==> config.mk <==
export PLATFORM = sky130hd
export DESIGN_NAME = aryth_seq_alu_flat
export DESIGN_NICKNAME = d
export VERILOG_FILES = /design/src/rtl/aryth_seq_alu_if.sv /design/src/rtl/aryth_seq_alu.sv /design/src/flat_wrapper.sv
export SDC_FILE = /design/constraint.sdc
export NUM_CORES = 1
export LEC_CHECK = 0
export ABC_CLOCK_PERIOD_IN_PS = 2700
export BUFFER_PORTS_ARGS = -buffer_cell sky130_fd_sc_hd__buf_2
export CELL_PAD_IN_SITES_DETAIL_PLACEMENT = 1
export CELL_PAD_IN_SITES_GLOBAL_PLACEMENT = 1
export CORE_ASPECT_RATIO = 0.8
export CORE_MARGIN = 4
export CORE_UTILIZATION = 43
export DETAILED_ROUTE_END_ITERATION = 7
export HOLD_SLACK_MARGIN = 0.03
export PLACE_DENSITY = 0.85
export SLEW_MARGIN = 20
export SYNTH_ARGS = -nofsm -noshare
export SYNTH_HDL_FRONTEND = slang
export SYNTH_SLANG_ARGS = --single-unit
export TNS_END_PERCENT = 30
==> constraint.sdc <==
create_clock -name clk -period 2.7 [get_ports clk]
set_input_delay 0.54 -clock clk [delete_from_list [all_inputs] [get_ports clk]]
set_output_delay 0.54 -clock clk [all_outputs]
set_load 0.1 [all_outputs]
==> src/rtl/aryth_seq_alu_if.sv <==
// rtl/aryth_seq_alu_if.sv - pin-level bus bundle for the sequential ALU
interface aryth_seq_alu_if;
  logic       ena;
  logic [7:0] ui_in;
  logic [7:0] uio_in;
  logic [7:0] uo_out;
  logic [7:0] uio_out;
  logic [7:0] uio_oe;

  modport master (
    output ena, ui_in, uio_in,
    input  uo_out, uio_out, uio_oe
  );

  modport slave (
    input  ena, ui_in, uio_in,
    output uo_out, uio_out, uio_oe
  );
endinterface

==> src/rtl/aryth_seq_alu.sv <==
// rtl/aryth_seq_alu.sv - byte-serial sequential ALU; optional signed mode via ARYTH_SIGNED_EN
module aryth_seq_alu #(
  parameter int WIDTH = 8
) (
  input logic            clk,
  input logic            rst_n,
  aryth_seq_alu_if.slave bus
);
  localparam int RW = 2 * WIDTH;
  localparam int NB = RW / 8;

  localparam logic [0:0] S_IDLE = 1'b0;
  localparam logic [0:0] S_RUN  = 1'b1;

  localparam logic [2:0] C_LD_A    = 3'd0;
  localparam logic [2:0] C_LD_B    = 3'd1;
  localparam logic [2:0] C_GO      = 3'd2;
  localparam logic [2:0] C_RD_NEXT = 3'd3;
  localparam logic [2:0] C_RD_RST  = 3'd4;
  localparam logic [2:0] C_CLR     = 3'd5;

  logic [0:0]       r_state;
  logic             r_strb;
  logic [WIDTH-1:0] r_a, r_b, r_y;
  logic [RW-1:0]    r_r, r_x, r_acc;
  logic [2:0]       r_rd_ptr;
  logic [4:0]       r_cnt;
  logic             r_done, r_carry, r_err;
  logic             r_is_div, r_neg_q, r_neg_r;

  logic [2:0]       w_cmd, w_op;
  logic             w_accept, w_sgn;
  logic [WIDTH:0]   w_sum, w_diff;
  logic             w_ovf, w_a_neg, w_b_neg;
  logic [WIDTH-1:0] w_abs_a, w_abs_b;
  logic [RW-1:0]    w_go_r;
  logic             w_go_c, w_go_e, w_go_run;
  logic [RW-1:0]    w_acc_nxt, w_mul_fix;
  logic [WIDTH:0]   w_rem_sh;
  logic             w_ge;
  logic [WIDTH-1:0] w_rem_nxt, w_quo_nxt, w_rem_fix, w_quo_fix;

  assign w_cmd    = bus.uio_in[2:0];
  assign w_op     = bus.ui_in[2:0];
  // Rising edge of the strobe only, so a held strobe runs one command.
  assign w_accept = bus.uio_in[3] & ~r_strb & bus.ena;

`ifdef ARYTH_SIGNED_EN
  assign w_sgn = bus.ui_in[3];
`else
  assign w_sgn = 1'b0;
`endif

  assign w_sum   = {1'b0, r_a} + {1'b0, r_b};
  assign w_diff  = {1'b0, r_a} - {1'b0, r_b};
  assign w_ovf   = (r_a[WIDTH-1] ^ r_b[WIDTH-1]) & (w_diff[WIDTH-1] ^ r_a[WIDTH-1]);
  // Signed MUL/DIV run on magnitudes; the sign is fixed up when the result is stored.
  assign w_a_neg = w_sgn & r_a[WIDTH-1];
  assign w_b_neg = w_sgn & r_b[WIDTH-1];
  assign w_abs_a = w_a_neg ? -r_a : r_a;
  assign w_abs_b = w_b_neg ? -r_b : r_b;

  // One shift-add / restoring-division step per RUN cycle.
  assign w_acc_nxt = r_y[0] ? r_acc + r_x : r_acc;
  assign w_rem_sh  = {r_x[RW-1:WIDTH], r_x[WIDTH-1]};
  assign w_ge      = (w_rem_sh >= {1'b0, r_y});
  assign w_rem_nxt = w_ge ? WIDTH'(w_rem_sh - {1'b0, r_y}) : w_rem_sh[WIDTH-1:0];
  assign w_quo_nxt = {r_x[WIDTH-2:0], w_ge};
  assign w_mul_fix = r_neg_q ? -w_acc_nxt : w_acc_nxt;
  assign w_quo_fix = r_neg_q ? -w_quo_nxt : w_quo_nxt;
  assign w_rem_fix = r_neg_r ? -w_rem_nxt : w_rem_nxt;

  // Single-cycle results and whether GO has to enter RUN.
  always_comb begin
    w_go_r   = '0;
    w_go_c   = 1'b0;
    w_go_e   = 1'b0;
    w_go_run = 1'b0;
    case (w_op)
      3'd0: begin
        w_go_r = {{WIDTH{1'b0}}, w_sum[WIDTH-1:0]};
        w_go_c = w_sum[WIDTH];
      end
      3'd1: begin
        w_go_r = {{WIDTH{1'b0}}, w_diff[WIDTH-1:0]};
        w_go_c = w_sgn ? w_ovf : w_diff[WIDTH];
      end
      3'd2: w_go_run = 1'b1;
      3'd3: begin
        if (r_b == '0) begin
          w_go_r = {r_a, {WIDTH{1'b1}}};
          w_go_e = 1'b1;
        end else begin
          w_go_run = 1'b1;
        end
      end
      3'd4: w_go_r = {{WIDTH{1'b0}}, r_a & r_b};
      3'd5: w_go_r = {{WIDTH{1'b0}}, r_a | r_b};
      3'd6: w_go_r = {{WIDTH{1'b0}}, r_a ^ r_b};
      default: w_go_e = 1'b1;
    endcase
  end

  // Command decode, operand loading and the MUL/DIV iteration.
  always_ff @(posedge clk or negedge rst_n) begin
    if (!rst_n) begin
      r_state  <= S_IDLE;
      r_strb   <= 1'b0;
      r_a      <= '0;
      r_b      <= '0;
      r_y      <= '0;
      r_r      <= '0;
      r_x      <= '0;
      r_acc    <= '0;
      r_rd_ptr <= '0;
      r_cnt    <= '0;
      r_done   <= 1'b0;
      r_carry  <= 1'b0;
      r_err    <= 1'b0;
      r_is_div <= 1'b0;
      r_neg_q  <= 1'b0;
      r_neg_r  <= 1'b0;
    end else begin
      r_strb <= bus.uio_in[3];
      if (w_accept && w_cmd == C_CLR) begin
        r_state  <= S_IDLE;
        r_a      <= '0;
        r_b      <= '0;
        r_r      <= '0;
        r_rd_ptr <= '0;
        r_done   <= 1'b0;
        r_carry  <= 1'b0;
        r_err    <= 1'b0;
      end else begin
        if (r_state == S_RUN) begin
          r_cnt <= r_cnt + 5'd1;
          if (r_is_div) begin
            r_x <= {w_rem_nxt, w_quo_nxt};
          end else begin
            r_acc <= w_acc_nxt;
            r_x   <= r_x << 1;
            r_y   <= r_y >> 1;
          end
          if (r_cnt == 5'(WIDTH - 1)) begin
            r_r     <= r_is_div ? {w_rem_fix, w_quo_fix} : w_mul_fix;
            r_done  <= 1'b1;
            r_state <= S_IDLE;
          end
        end
        if (w_accept && r_state == S_IDLE) begin
          case (w_cmd)
            C_LD_A: r_a <= WIDTH'({r_a, bus.ui_in});
            C_LD_B: r_b <= WIDTH'({r_b, bus.ui_in});
            C_GO: begin
              r_rd_ptr <= '0;
              r_carry  <= w_go_c;
              r_err    <= w_go_e;
              if (w_go_run) begin
                r_done   <= 1'b0;
                r_state  <= S_RUN;
                r_cnt    <= '0;
                r_acc    <= '0;
                r_x      <= {{WIDTH{1'b0}}, w_abs_a};
                r_y      <= w_abs_b;
                r_is_div <= (w_op == 3'd3);
                r_neg_q  <= w_a_neg ^ w_b_neg;
                r_neg_r  <= w_a_neg;
              end else begin
                r_done <= 1'b1;
                r_r    <= w_go_r;
              end
            end
            C_RD_NEXT: r_rd_ptr <= (r_rd_ptr == 3'(NB - 1)) ? 3'd0 : r_rd_ptr + 3'd1;
            C_RD_RST:  r_rd_ptr <= '0;
            default: ;
          endcase
        end
      end
    end
  end

  assign bus.uo_out  = 8'(r_r >> {r_rd_ptr, 3'b000});
  assign bus.uio_out = {r_err, r_carry, r_done, (r_state == S_RUN), 4'b0000};
  assign bus.uio_oe  = 8'hF0;
endmodule

==> src/flat_wrapper.sv <==
// flat-port wrapper written by rule: the top's interface ports become plain ports
module aryth_seq_alu_flat 
#(
  parameter int WIDTH = 8
)
  (clk, rst_n, bus_ena, bus_ui_in, bus_uio_in, bus_uo_out, bus_uio_out, bus_uio_oe);
  aryth_seq_alu_if bus_i ();
  input logic clk;
  input logic rst_n;
  input wire logic [$bits(bus_i.ena)-1:0] bus_ena;
  input wire logic [$bits(bus_i.ui_in)-1:0] bus_ui_in;
  input wire logic [$bits(bus_i.uio_in)-1:0] bus_uio_in;
  output wire logic [$bits(bus_i.uo_out)-1:0] bus_uo_out;
  output wire logic [$bits(bus_i.uio_out)-1:0] bus_uio_out;
  output wire logic [$bits(bus_i.uio_oe)-1:0] bus_uio_oe;
  assign bus_i.ena = bus_ena;
  assign bus_i.ui_in = bus_ui_in;
  assign bus_i.uio_in = bus_uio_in;
  assign bus_uo_out = bus_i.uo_out;
  assign bus_uio_out = bus_i.uio_out;
  assign bus_uio_oe = bus_i.uio_oe;
  aryth_seq_alu #(.WIDTH(WIDTH)) u_core (.clk(clk), .rst_n(rst_n), .bus(bus_i));
endmodule
==> results_dict.tcl <==
set metrics [dict create \
    status "completed" \
    postSynthAreaPerCell_um2 8.40 \
    pwr-share-clk_pct 17.6 \
    yosysWarningCount 0 \
    grtUsageTotal_pct 26.9 \
    max_transition_margin_pct 51.0 \
    floorplan.core_area_um2 15300 \
    synth.cell_area_um2 6840 \
    worst-endpoint-required_ns 2.94 \
    dp_cells 1054 \
    clk-insertion-delay-late_ns 0.36 \
    setup_crit_start_kind "flip-flop" \
    worst_path_largest_cell_delay_ns 0.47 \
    irDropWorstVdd_v 0.000657 \
    worstSetupEndpointType "flip-flop" \
    detail_route.first_pass.iterations 7 \
    num_vias 6511 \
    crit_arrival_ns 2.92 \
    final_common_cell "sky130_fd_sc_hd__nand2_1" \
    wire_per_inst_um 22.2 \
    netlist-cell-type-count 70 \
    synthesized_flop_and_latch_total 86 \
    clk_pin_slew_worst_paths_ns 0.07 \
    finalCritPeriodShare_pct 99.3 \
    finalCriticalPeriod_ns 2.68 \
    hold_path.class "in -> async" \
    grt_max_degree 60 \
    sequential_fraction_of_the_synthesis_area_pct 31.5 \
    power.leakage_nw 3.61 \
    first_iter_violations 665 \
    num_antenna_cells 0 \
    cts_sinks 86 \
    start_util_pct 44.6 \
    top_level_ports 43 \
    root_cell_of_the_clock_tree "sky130_fd_sc_hd__clkbuf_16" \
    clock_tree.htree_level_count 3 \
    cellPowerDensity_nw_per_um2 921 \
    p_int_mw 3.71 \
    globalRoute.totalOverflow 0 \
    mostFrequentLayoutCells "sky130_fd_sc_hd__nand2_1, sky130_fd_sc_hd__dfrtp_1, sky130_fd_sc_hd__a21oi_1" \
    total_power_mw 7.18 \
    area_added_between_synthesis_and_finish_pct 14.0 \
    clock_tree_from_tritoncts "done" \
    placementRows 40 \
    holdWs_ns 0.106 \
    die_height_um 121 \
    nNetsFinal 930 \
    antenna_found_initial 0 \
    ys_async_sr_fraction_pct 100 \
    via_density_per_instance 6.07 \
    sequential_fraction_of_design_power_pct 27.1 \
    detail_route.drc_violations 0 \
    worst_path_slowest_cell "sky130_fd_sc_hd__fa_1" \
    final_cells 1073 \
    vias_in_the_first_global_route 6529 \
    worstSetupPathType "reg -> reg" \
    die_width_um 149 \
    setup_viol 0 \
    tightest_slew_ns 0.733 \
    grt_first_pass_wirelength_um 37400 \
    path_max_fanout 4 \
    drt.antenna.violating_nets 0 \
    rsz0062_at_grt "true" \
    hpwl_um 17700 \
    final_core_util_pct 50.9 \
    synth-edff-count 0 \
    gp_congestion 0.882 \
    finalHoldViolations 0 \
    power.switching_fraction_pct 48.3 \
    clock_path_buffers 2 \
    fill_cells 1832 \
    post_dp_area_um2 7410 \
    count_of_buffers_inserted_at_the_top_level_ports 26 \
    final_setup_slack_of_the_worst_path_ns 0.0183 \
    routed_wirelength_um 23900 \
    drv_slew 0 \
    detailedPlace.worstSlack_ns -0.0204 \
    synthesized_netlist_cell_count 814 \
    layout.cell_area.non_filler_um2 7800 \
    power.net_switching_mw 3.47 \
    setup_tns_ns 0 \
    design.die.area_um2 18000 \
    synth_ff_type "sky130_fd_sc_hd__dfrtp_1" \
    postCtsHoldBufs 0 \
    timing.max_cap.violations 0 \
    worst_clock_skew_ns 0.00844 \
    maxClockFrequency_mhz 373 \
    fraction_of_final_layout_cells_with_drive_strength_greater_than_1_pct 17.3 \
    worstPathCellList "ha_1, fa_1, buf_4, a21o_1, a211oi_1, o2bb2ai_1, mux2i_1, o21ai_0, a22oi_1, nor2_1" \
    numCtsBuffers 9 \
    combPwrFrac_pct 55.3 \
]
[cells in the mapped netlist (all sizes together), types with 15 or more instances]
| library cell | n | area share (%) |
|---|---|---|
| clkbuf | 32 | 1.8 |
| nand3 | 15 | 1.1 |
| nand2 | 88 | 4.9 |
| inv | 59 | 3.2 |
| buf | 34 | 3.1 |
| mux2i | 31 | 4.5 |
| ha | 49 | 9.0 |
| nor3 | 18 | 1.4 |
| a211oi | 15 | 1.7 |
| dfrtp | 86 | 31 |
| o21ai | 59 | 4.4 |
| xnor2 | 20 | 2.6 |
| nor2 | 57 | 3.6 |
| a21oi | 69 | 5.1 |
[cell type report]
type,count,area (µm²),area share (%)
Timing Repair Buffer,89,628,8.06
Tap cell,210,263,3.37
Multi-Input combinational cell,613,4240,54.4
Inverter,59,221,2.84
Clock inverter,7,62.6,0.802
Sequential cell,86,2160,27.7
Clock buffer,9,225,2.89
[power by group through the flow]
stage	Sequential (mW)	Clock, mW	Combinational, mW
2_1_floorplan	1.80	0	2.68
3_3_place_gp	1.93	0	3.54
3_5_place_dp	1.95	0	3.69
4_1_cts	1.93	1.29	3.72
5_1_grt	1.97	1.34	4.31
6_report	1.95	1.27	3.97
[layer usage]
layer | vias to the layer above | part of all wire (%) | global-route usage (%)
met1 | 3239 | 45 | 38.9
met2 | 275 | 45 | 40.8
met4 | 0 | 1.2 | 5.49
met5 | - | 0 | 0
li1 | 2975 | - | -
met3 | 22 | 9.3 | 6.97
[worst max-delay path: cells and delay by family (launching register included)]
family	cells	cell delay [ns]
adders and majority gates	2	0.73
and+or+nand+nor	1	0.07
muxes	1	0.24
DFF	1	0.43
buffers and inverters	1	0.16
AOI/OAI and AO/OA	5	0.93
[sequential cells by signal (all words and copies together) (netlist names), 3 cells and up]
register	count
u_core.r_a	8
u_core.r_x	16
u_core.r_r	16
u_core.r_acc	16
u_core.r_rd_ptr	3
u_core.r_cnt	5
u_core.r_y	8
u_core.r_b	8
[cells by family after synthesis]
family / Yosys count / synth area share [%]
AO/OA/AOI/OAI: 254 / 24.7
other: 2 / 0.110
buffers and inverters: 125 / 8.05
flip-flops: 86 / 31.5
adder cells (fa/ha/maj): 53 / 10.1
multiplexers: 37 / 5.53
XOR/XNOR: 32 / 4.10
AND/OR/NAND/NOR: 225 / 15.8
[what timing repair did]
action                     in CTS  in global routing
gates resized for setup         3                 16
pin swaps                       0                  4
setup endpoints to repair       3                 15
setup buffers                   0                  3
[path summary, 6_finish.rpt]
kind / cells after the start / start / to / slack [ns]
max in group asynchronous: 2 / rst_n / u_core.r_a[1]$_DFFE_PN0P_ / 1.90
max reg2reg: 10 / u_core.r_x[0]$_DFFE_PN0N_ / u_core.r_r[4]$_DFF_PN0_ / 0.02
min in group clk: 1 / bus_uio_in[3] / u_core.r_strb$_DFF_PN0_ / 0.34
min reg2reg: 2 / u_core.r_y[7]$_DFFE_PN0N_ / u_core.r_y[6]$_DFFE_PN0N_ / 0.51
max: 10 / u_core.r_x[0]$_DFFE_PN0N_ / u_core.r_r[4]$_DFF_PN0_ / 0.02
min: 1 / rst_n / u_core.r_carry$_DFFE_PN0P_ / 0.11
(Power assumes the default switching activity.)
